[src/rtl/clk_meter_pkg.sv]
// Shared types and width helpers for the slow-clock period meter.
// Latency: n/a (declarations only).
// Backpressure: n/a.
package clk_meter_pkg;

  // Measurement FSM states
  typedef enum logic [1:0] {
    ST_ARM     = 2'd0,
    ST_MEASURE = 2'd1,
    ST_STOPPED = 2'd2
  } state_t;

  // Largest supported averaging exponent (16 periods per result)
  localparam int AVG_LOG2_MAX = 4;

  // Accumulator must hold 2^avg_log2 full-scale samples without wrapping
  function automatic int acc_width(input int cnt_w, input int avg_log2);
    return cnt_w + avg_log2;
  endfunction

endpackage

[src/rtl/sync_rise.sv]
// 2-FF synchronizer for an asynchronous input followed by a rising-edge detector.
// Latency: rise pulses 2-3 clkin cycles after the input rises (one cycle wide).
// Backpressure: none; free-running.
module sync_rise (
  input  logic clkin,
  input  logic rstn,
  input  logic d,
  output logic rise
);

  logic r_meta;
  logic r_sync;
  logic r_prev;

  // Synchronizer chain plus one delayed copy for edge detection
  always_ff @(posedge clkin or negedge rstn) begin
    if (!rstn) begin
      r_meta <= 1'b0;
      r_sync <= 1'b0;
      r_prev <= 1'b0;
    end else begin
      r_meta <= d;
      r_sync <= r_meta;
      r_prev <= r_sync;
    end
  end

  assign rise = r_sync & ~r_prev;

endmodule

[src/rtl/clk_meter.sv]
// Measures the period of an asynchronous slow signal in clkin cycles, averaged over 2^AVG_LOG2 periods.
// Latency: period_valid rises one cycle after the edge that closes an averaging window.
// Backpressure: single output register; an unaccepted result is overwritten and flagged by sticky overrun.
module clk_meter
  import clk_meter_pkg::*;
#(
  parameter int CNT_W       = 32,
  parameter int AVG_LOG2    = 2,
  parameter int TIMEOUT_CYC = 50000000
) (
  input  logic             clkin,
  input  logic             rstn,
  input  logic             sig,
  output logic [CNT_W-1:0] period,
  output logic             period_valid,
  input  logic             period_ready,
  output logic             overrun,
  output logic             stopped
);

  localparam int                ACC_W     = acc_width(CNT_W, AVG_LOG2);
  localparam int                NS_W      = AVG_LOG2 + 1;
  localparam logic [NS_W-1:0]   LAST_SAMP = NS_W'((1 << AVG_LOG2) - 1);
  localparam logic [CNT_W-1:0]  TMO       = CNT_W'(TIMEOUT_CYC);

  logic             w_edge;
  logic             w_timeout;
  logic             w_load;
  logic             w_xfer;
  logic [ACC_W-1:0] w_sum;
  logic [CNT_W-1:0] w_result;

  logic [CNT_W-1:0] r_cnt;
  logic [ACC_W-1:0] r_acc;
  logic [NS_W-1:0]  r_nsamp;
  state_t           r_state;

  sync_rise u_sync_rise (
    .clkin (clkin),
    .rstn  (rstn),
    .d     (sig),
    .rise  (w_edge)
  );

  assign w_timeout = (r_cnt == TMO);
  assign w_sum     = r_acc + ACC_W'(r_cnt);
  assign w_result  = CNT_W'(w_sum >> AVG_LOG2);
  assign w_load    = (r_state == ST_MEASURE) && w_edge && (r_nsamp == LAST_SAMP);
  assign w_xfer    = period_valid && period_ready;

  // Per-period counter: restarts at 1 on each edge, saturates at the timeout so a dead input stays flagged
  always_ff @(posedge clkin or negedge rstn) begin
    if (!rstn) begin
      r_cnt <= '0;
    end else if (w_edge) begin
      r_cnt <= CNT_W'(1);
    end else if (!w_timeout) begin
      r_cnt <= r_cnt + CNT_W'(1);
    end
  end

  // Measurement FSM: arming edge opens a window, windows run back-to-back, timeout discards the partial window
  always_ff @(posedge clkin or negedge rstn) begin
    if (!rstn) begin
      r_state <= ST_ARM;
      r_acc   <= '0;
      r_nsamp <= '0;
      stopped <= 1'b0;
    end else begin
      case (r_state)
        ST_ARM: begin
          if (w_edge) begin
            r_state <= ST_MEASURE;
            r_acc   <= '0;
            r_nsamp <= '0;
          end else if (w_timeout) begin
            r_state <= ST_STOPPED;
            stopped <= 1'b1;
          end
        end
        ST_MEASURE: begin
          if (w_edge) begin
            if (r_nsamp == LAST_SAMP) begin
              r_acc   <= '0;
              r_nsamp <= '0;
            end else begin
              r_acc   <= w_sum;
              r_nsamp <= r_nsamp + NS_W'(1);
            end
          end else if (w_timeout) begin
            r_state <= ST_STOPPED;
            r_acc   <= '0;
            r_nsamp <= '0;
            stopped <= 1'b1;
          end
        end
        ST_STOPPED: begin
          if (w_edge) begin
            r_state <= ST_MEASURE;
            r_acc   <= '0;
            r_nsamp <= '0;
            stopped <= 1'b0;
          end
        end
        default: begin
          r_state <= ST_ARM;
          r_acc   <= '0;
          r_nsamp <= '0;
          stopped <= 1'b0;
        end
      endcase
    end
  end

  // Output register: a new result always wins; overrun marks a result lost before it was taken
  always_ff @(posedge clkin or negedge rstn) begin
    if (!rstn) begin
      period       <= '0;
      period_valid <= 1'b0;
      overrun      <= 1'b0;
    end else if (w_load) begin
      period       <= w_result;
      period_valid <= 1'b1;
      if (period_valid && !period_ready) begin
        overrun <= 1'b1;
      end
    end else if (w_xfer) begin
      period_valid <= 1'b0;
      overrun      <= 1'b0;
    end
  end

endmodule

[config.mk]
export PLATFORM = sky130hd
export DESIGN_NAME = clk_meter
export DESIGN_NICKNAME = d
export VERILOG_FILES = /design/src/rtl/clk_meter_pkg.sv /design/src/rtl/sync_rise.sv /design/src/rtl/clk_meter.sv
export SDC_FILE = /design/constraint.sdc
export NUM_CORES = 1
export LEC_CHECK = 0
export ABC_AREA = 0
export CORE_ASPECT_RATIO = 0.8
export CORE_MARGIN = 2
export CORE_UTILIZATION = 50
export CTS_CLUSTER_DIAMETER = 50
export CTS_CLUSTER_SIZE = 16
export DETAILED_ROUTE_END_ITERATION = 16
export GPL_TIMING_DRIVEN = 0
export PLACE_DENSITY = 0.68
export SLEW_MARGIN = 15
export SYNTH_ARGS = -nofsm -noshare
export SYNTH_HDL_FRONTEND = slang
export SYNTH_HIERARCHICAL = 1
export SYNTH_SLANG_ARGS = --single-unit
[constraint.sdc]
create_clock -name clkin -period 3.3 [get_ports clkin]
set_input_delay 0.33 -clock clkin [delete_from_list [all_inputs] [get_ports clkin]]
set_output_delay 0.33 -clock clkin [all_outputs]
set_load 0.02 [all_outputs]
==> reports/results.tsv <==
metric	value	unit
synthArstFlopShare	1.00	
slew_viol_final	0	
start_util	0.519	
grt_pass1_wl	26.3	mm
drtIter0Drc	404	
hold_depth	0	
critPathLaunchType	register	
clk_pin_slew	0.07	ns
max_clock_freq	349	MHz
portBuffers	38	
final_nets	765	
drt-pass1-iter-count	5	
numClockSinks	109	
yosys.area.top_type_share	0.425	
grt-ovfl-total	0	
synth_cell_type_count	68	
finalCritPeriodShare	0.868	
leakage	3.43	nW
vdd_ir_drop_max	0.000341	V
worstPathMaxFanout	6	
synth_top_cell_by_area	dfrtp_1	
drc	0	
slew_headroom	0.401	
synthesis.nets	714	
rsz0062_at_grt	false	
grt_util_all_layers	0.251	
area_growth_syn_to_layout	15.1	%
synthTopCellsByArea	dfrtp_1, ha_1, nand2_1, xor2_1, a21oi_1	
h-tree-depth	3	
rows	36	
synth_area	6410	µm²
hold_path_startpoint	u_sync_rise/r_meta$_DFF_PN0_	
grt_max_degree	67	
worst_path_max_delay_cell	dfrtp_1	
reg2reg_to	period[22]$_DFFE_PN0P_	
ys_seq_area_frac	0.425	
dp_worst_setup_slack	0.439	ns
clk-insertion-delay-late	0.36	ns
drive_above_1_share	0.0877	
cp.arrival	3.11	ns
root_buffer	clkbuf_16	
status	complete, no violations	
diodes	0	
syn_inst	674	
path_class	register to register	
crit_required	3.55	ns
antenna_found_initial	0	
gp_congestion	0.927	
crit_chain	ha_1 -> fa_1 -> a21oi_1 -> o21ai_2 -> a31oi_4 -> a22o_1 -> o21ai_0 -> xor2_1 -> mux2_2	
core-area	12300	µm²
max_slew.worst_pin.slew	0.893	ns
yosysMostFrequentCell	dfrtp_1	
layout_setup_ws	0.436	ns
setup.worst_path.end_class	register	
holdCritPathClass	register to register	
wl_per_cell	18.0	µm
period_needed	2.86	ns
viasPerCell	5.76	
path_delay_family	compound AO/OA/AOI/OAI gates	
grt_pass1_vias	4994	
fin_tns_setup	0	ns
maxCapViolCount	0	
postRouteWirelength	16.2	mm
critPathMaxStageDelay	0.46	ns
hpwl	12.4	mm
post_cts_resized	0	
design_area	7380	µm²
hold_viol	0	
max-clock-path-buffers	2	
die_width	131	µm
ioPinCount	39	
postRouteAntennaNets	0	
die_h	105	µm
powerDensity	454	nW/µm²
fill_cells	1087	
synth_seq_cells	109	
skew	0.00825	ns
reg2reg_depth	9	
vias	5187	
setup_violations	0	
r2r_slack	0.44	ns
hold_ws	0.351	ns
dpl_cell_area	7030	µm²
synth_edf_count	0	
ys_warn_count	6	
holdPathEnd	u_sync_rise/r_sync$_DFF_PN0_	
avgSynthCellArea	9.51	µm²
tritoncts	yes	
cp_num_buf_inv	0	
die_area	13700	µm²
r2r-start	r_cnt[0]$_DFFE_PN0P_	
cts_inserted_buffers	9	
synth_common_cells	dfrtp_1, nand2_1, nor2_1	
ys.flop_type	dfrtp_1	
-- where the power goes --
part           switching [mW]  internal (mW)  leakage (nW)
combinational           0.360          0.251          1.78
clock                   0.500          0.711         0.163
sequential             0.0997           1.43          1.48
-- registers in the layout, summed over array words and instances (netlist names) --
| signal | count |
|---|---|
| overrun | 1 |
| period | 32 |
| period_valid | 1 |
| r_acc | 34 |
| r_cnt | 32 |
| r_nsamp | 3 |
| r_state | 2 |
| stopped | 1 |
| u_sync_rise/r_meta | 1 |
| u_sync_rise/r_prev | 1 |
| u_sync_rise/r_sync | 1 |
-- stage by stage --
stage,std cells,power [mW],utilization
3_3_place_gp,883,2.14,0.568
4_1_cts,901,3.39,0.598
3_5_place_dp,884,2.16,0.570
2_1_floorplan,674,1.92,-
6_report,901,3.35,0.598
5_1_grt,901,3.52,0.598
-- routing by layer --
layer | vias up | track usage | part of all wire
met5 | - | 0 | 0
met4 | 0 | 0.0593 | 0.011
met3 | 14 | 0.0472 | 0.057
met2 | 137 | 0.358 | 0.42
met1 | 2494 | 0.393 | 0.51
li1 | 2542 | - | -
-- kinds of logic (layout without fill, tap and decap cells) --
kind of cell             Yosys count  after routing  synth area share
XOR/XNOR                          55             55            0.0751
multiplexers                      17             17            0.0301
AND/OR/NAND/NOR                  248            248             0.186
AO/OA/AOI/OAI                    173            173             0.189
adder cells (fa/ha/maj)           36             36            0.0714
flip-flops                       109            109             0.425
buffers and inverters             36             92            0.0228
-- repair_timing --
item,4_1_cts,5_1_grt
hold buffers,1,0
hold endpoints to repair,43,0
buffers inserted,0,0
-- how the worst max path moves through the flow --
stage,endpoint,cells past startpoint,startpoint
3_3_place_gp,r_cnt[24]$_DFFE_PN0P_,1,rstn
4_1_cts,period[22]$_DFFE_PN0P_,9,r_cnt[0]$_DFFE_PN0P_
3_5_place_dp,period[22]$_DFFE_PN0P_,9,r_cnt[0]$_DFFE_PN0P_
2_1_floorplan,period[22]$_DFFE_PN0P_,9,r_cnt[0]$_DFFE_PN0P_
5_1_grt,period[22]$_DFFE_PN0P_,9,r_cnt[0]$_DFFE_PN0P_
6_report,period[22]$_DFFE_PN0P_,9,r_cnt[0]$_DFFE_PN0P_
-- placed cells by master (no fill, tap or decap), types with 8 or more instances in the layout --
cell and instances:
nand4_1 16, dfrtp_1 109, and3_1 8, buf_2 9
mux2_2 14, a21oi_1 47, a21o_1 16, a22o_1 26
nand2_1 96, nand3_1 27, xor2_1 30, inv_1 9
xnor2_1 25, o21ai_0 36, clkbuf_1 19, nor2_1 60
clkbuf_16 9, ha_1 35, clkdlybuf4s50_1 37
-- cell type report --
| class | count | area [µm²] | area share |
|---|---|---|---|
| sequential | 109 | 2730 | 0.370 |
| clock buffer | 12 | 256 | 0.0348 |
| timing repair buffer | 40 | 419 | 0.0568 |
| tap | 171 | 214 | 0.0290 |
| multi-input combinational | 529 | 3540 | 0.479 |
| inverter | 9 | 33.8 | 0.00458 |
| buffer | 27 | 113 | 0.0153 |
| clock inverter | 4 | 77.6 | 0.0105 |
Note: power is estimated with default switching activity, not from simulation.
==> RTL edit (config.mk and constraints unchanged) <==
Put one more register stage on the output `overrun`, with the module's reset. The value now appears one clock later. The other outputs are not delayed to match.
--- a/src/rtl/clk_meter.sv
+++ b/src/rtl/clk_meter.sv
@@ -22,6 +22,8 @@
   localparam int                NS_W      = AVG_LOG2 + 1;
   localparam logic [NS_W-1:0]   LAST_SAMP = NS_W'((1 << AVG_LOG2) - 1);
   localparam logic [CNT_W-1:0]  TMO       = CNT_W'(TIMEOUT_CYC);
+
+  logic overrun_s0;
 
   logic             w_edge;
   logic             w_timeout;
@@ -117,16 +119,24 @@
     if (!rstn) begin
       period       <= '0;
       period_valid <= 1'b0;
-      overrun      <= 1'b0;
+      overrun_s0   <= 1'b0;
     end else if (w_load) begin
       period       <= w_result;
       period_valid <= 1'b1;
       if (period_valid && !period_ready) begin
-        overrun <= 1'b1;
+        overrun_s0 <= 1'b1;
       end
     end else if (w_xfer) begin
       period_valid <= 1'b0;
-      overrun      <= 1'b0;
+      overrun_s0   <= 1'b0;
+    end
+  end
+
+  always_ff @(posedge clkin or negedge rstn) begin
+    if (!rstn) begin
+      overrun <= '0;
+    end else begin
+      overrun <= overrun_s0;
     end
   end
 
Function: same outputs for any inputs over 10 cycles, from zero or initial values and one cycle with rstn low; that may be too few to reach the edited logic, so the function may still have changed.
==> RTL edit against the unedited design <==
  * Final cell count increased by 0.55%
  * Utilization down 1.9 points
  * Design area hardly changed
  * Synthesized cell count increased by 0.15%
  * Synthesized area grew 0.39%
  * Wire length decreased by 1.0%
  * Largest power group unchanged
  * Sequential cell count rose by 1
  * Combinational power is 2% higher
  * Power shrank 2.3%
  * Die area grew 0.38%
  * Worst setup slack worse by 0.017 ns
==> RTL edit: results (changes against the unedited design) <==
GRT
  • Global-route usage over all layers: 24.5% (-0.57 points)
  • Maximum number of pins on one net before global-route repair: 76 (+13%)
  • First-pass GRT wire length: 26,000 um (-1.2%)

Synthesis
  • Most frequent cells after synthesis: dfrtp_1, nand2_1, nor2_1
  • Syn nets: 715 (+0.14%)
  • Sequential area share after synthesis: 42.8% (+0.22 points)
  • Synth area leaders: dfrtp_1, ha_1, nand2_1, xor2_1, a21oi_1
  • Mean Syn Cell Area: 9.54 um2 (+0.24%)

Power
  • Clock power frac: 33.8% (-2.3 points)
  • Peak supply drop: 297 uV (-13%)
  • Clock group: 1110 uW (-8%)
  • Seq pwr share: 47.1% (+1.5 points)
  • Sw Ratio: 29.5% (+0.90 points)

Final layout
  • Share of layout cells above drive strength 1: 8.76% (-0.012 points)
  • Final Non-Filler Cells: 906 (+0.55%)
  • Fin nets: 766 (+0.13%)
  • Filler Cell Count: 1,104 (+1.6%)

Placement
  • RePlAce Congestion: 0.971 (+4.7%)
  • Cells after DPL: 889 (+0.57%)
  • HPWL Detailed: 12,200 um (-1.6%)

Setup path
  • Worst R2R Setup Slack: 0.42 ns (-0.02 ns)

STA
  • WHS: 0.354 ns (+0.00238 ns)
  • Final clock skew: 0.00414 ns (-0.00411 ns)
  • Fin crit share: 87.3% (+0.50 points)
  • Least-Margin Pin Slew: 0.900 ns (+0.00625 ns)

Outcome
  • Status: completed

Drt
  • Vias: 5,276 (+1.7%)
[RTL edit: worst register-to-register path: cells and delay by family, from the launching register on]
family	cells	cell delay (ns)
muxes	1	0.28
xor gates and xnor gates	1	0.18
AOI/OAI and AO/OA	5	1.16
adders and majority gates	2	0.70
DFF	1	0.46
[RTL edit: worst min-delay path by stage]
stage	end	cells after the start	start
2_1_floorplan	overrun$_DFF_PN0_	0	rstn
3_3_place_gp	u_sync_rise/r_sync$_DFF_PN0_	0	u_sync_rise/r_meta$_DFF_PN0_
3_5_place_dp	period[6]$_DFFE_PN0P_	1	rstn
4_1_cts	u_sync_rise/r_sync$_DFF_PN0_	0	u_sync_rise/r_meta$_DFF_PN0_
5_1_grt	u_sync_rise/r_sync$_DFF_PN0_	0	u_sync_rise/r_meta$_DFF_PN0_
6_report	u_sync_rise/r_sync$_DFF_PN0_	0	u_sync_rise/r_meta$_DFF_PN0_
[RTL edit: area by class of cell]
class	count	area share (%)
Multi-Input combinational cell	529	48.0
Sequential cell	110	37.3
Timing Repair Buffer	40	5.68
Clock buffer	11	3.29
Tap cell	175	2.97
Buffer	27	1.53
Clock inverter	5	0.764
Inverter	9	0.458
[RTL edit: cells by family after synthesis]
kind of cell,synth area share [%]
AND/OR/NAND/NOR,18.6
multiplexers,2.99
flip-flops,42.8
adder cells (fa/ha/maj),7.12
buffers and inverters,2.27
XOR/XNOR,7.48
AO/OA/AOI/OAI,18.8
[RTL edit: layer usage]
layer	GRT usage, %	vias up	share of wire [%]
li1	-	2531	-
met1	37.8	2544	49
met2	35.6	181	43
met3	4.26	20	6.8
met4	6.38	0	1.3
met5	0	-	0
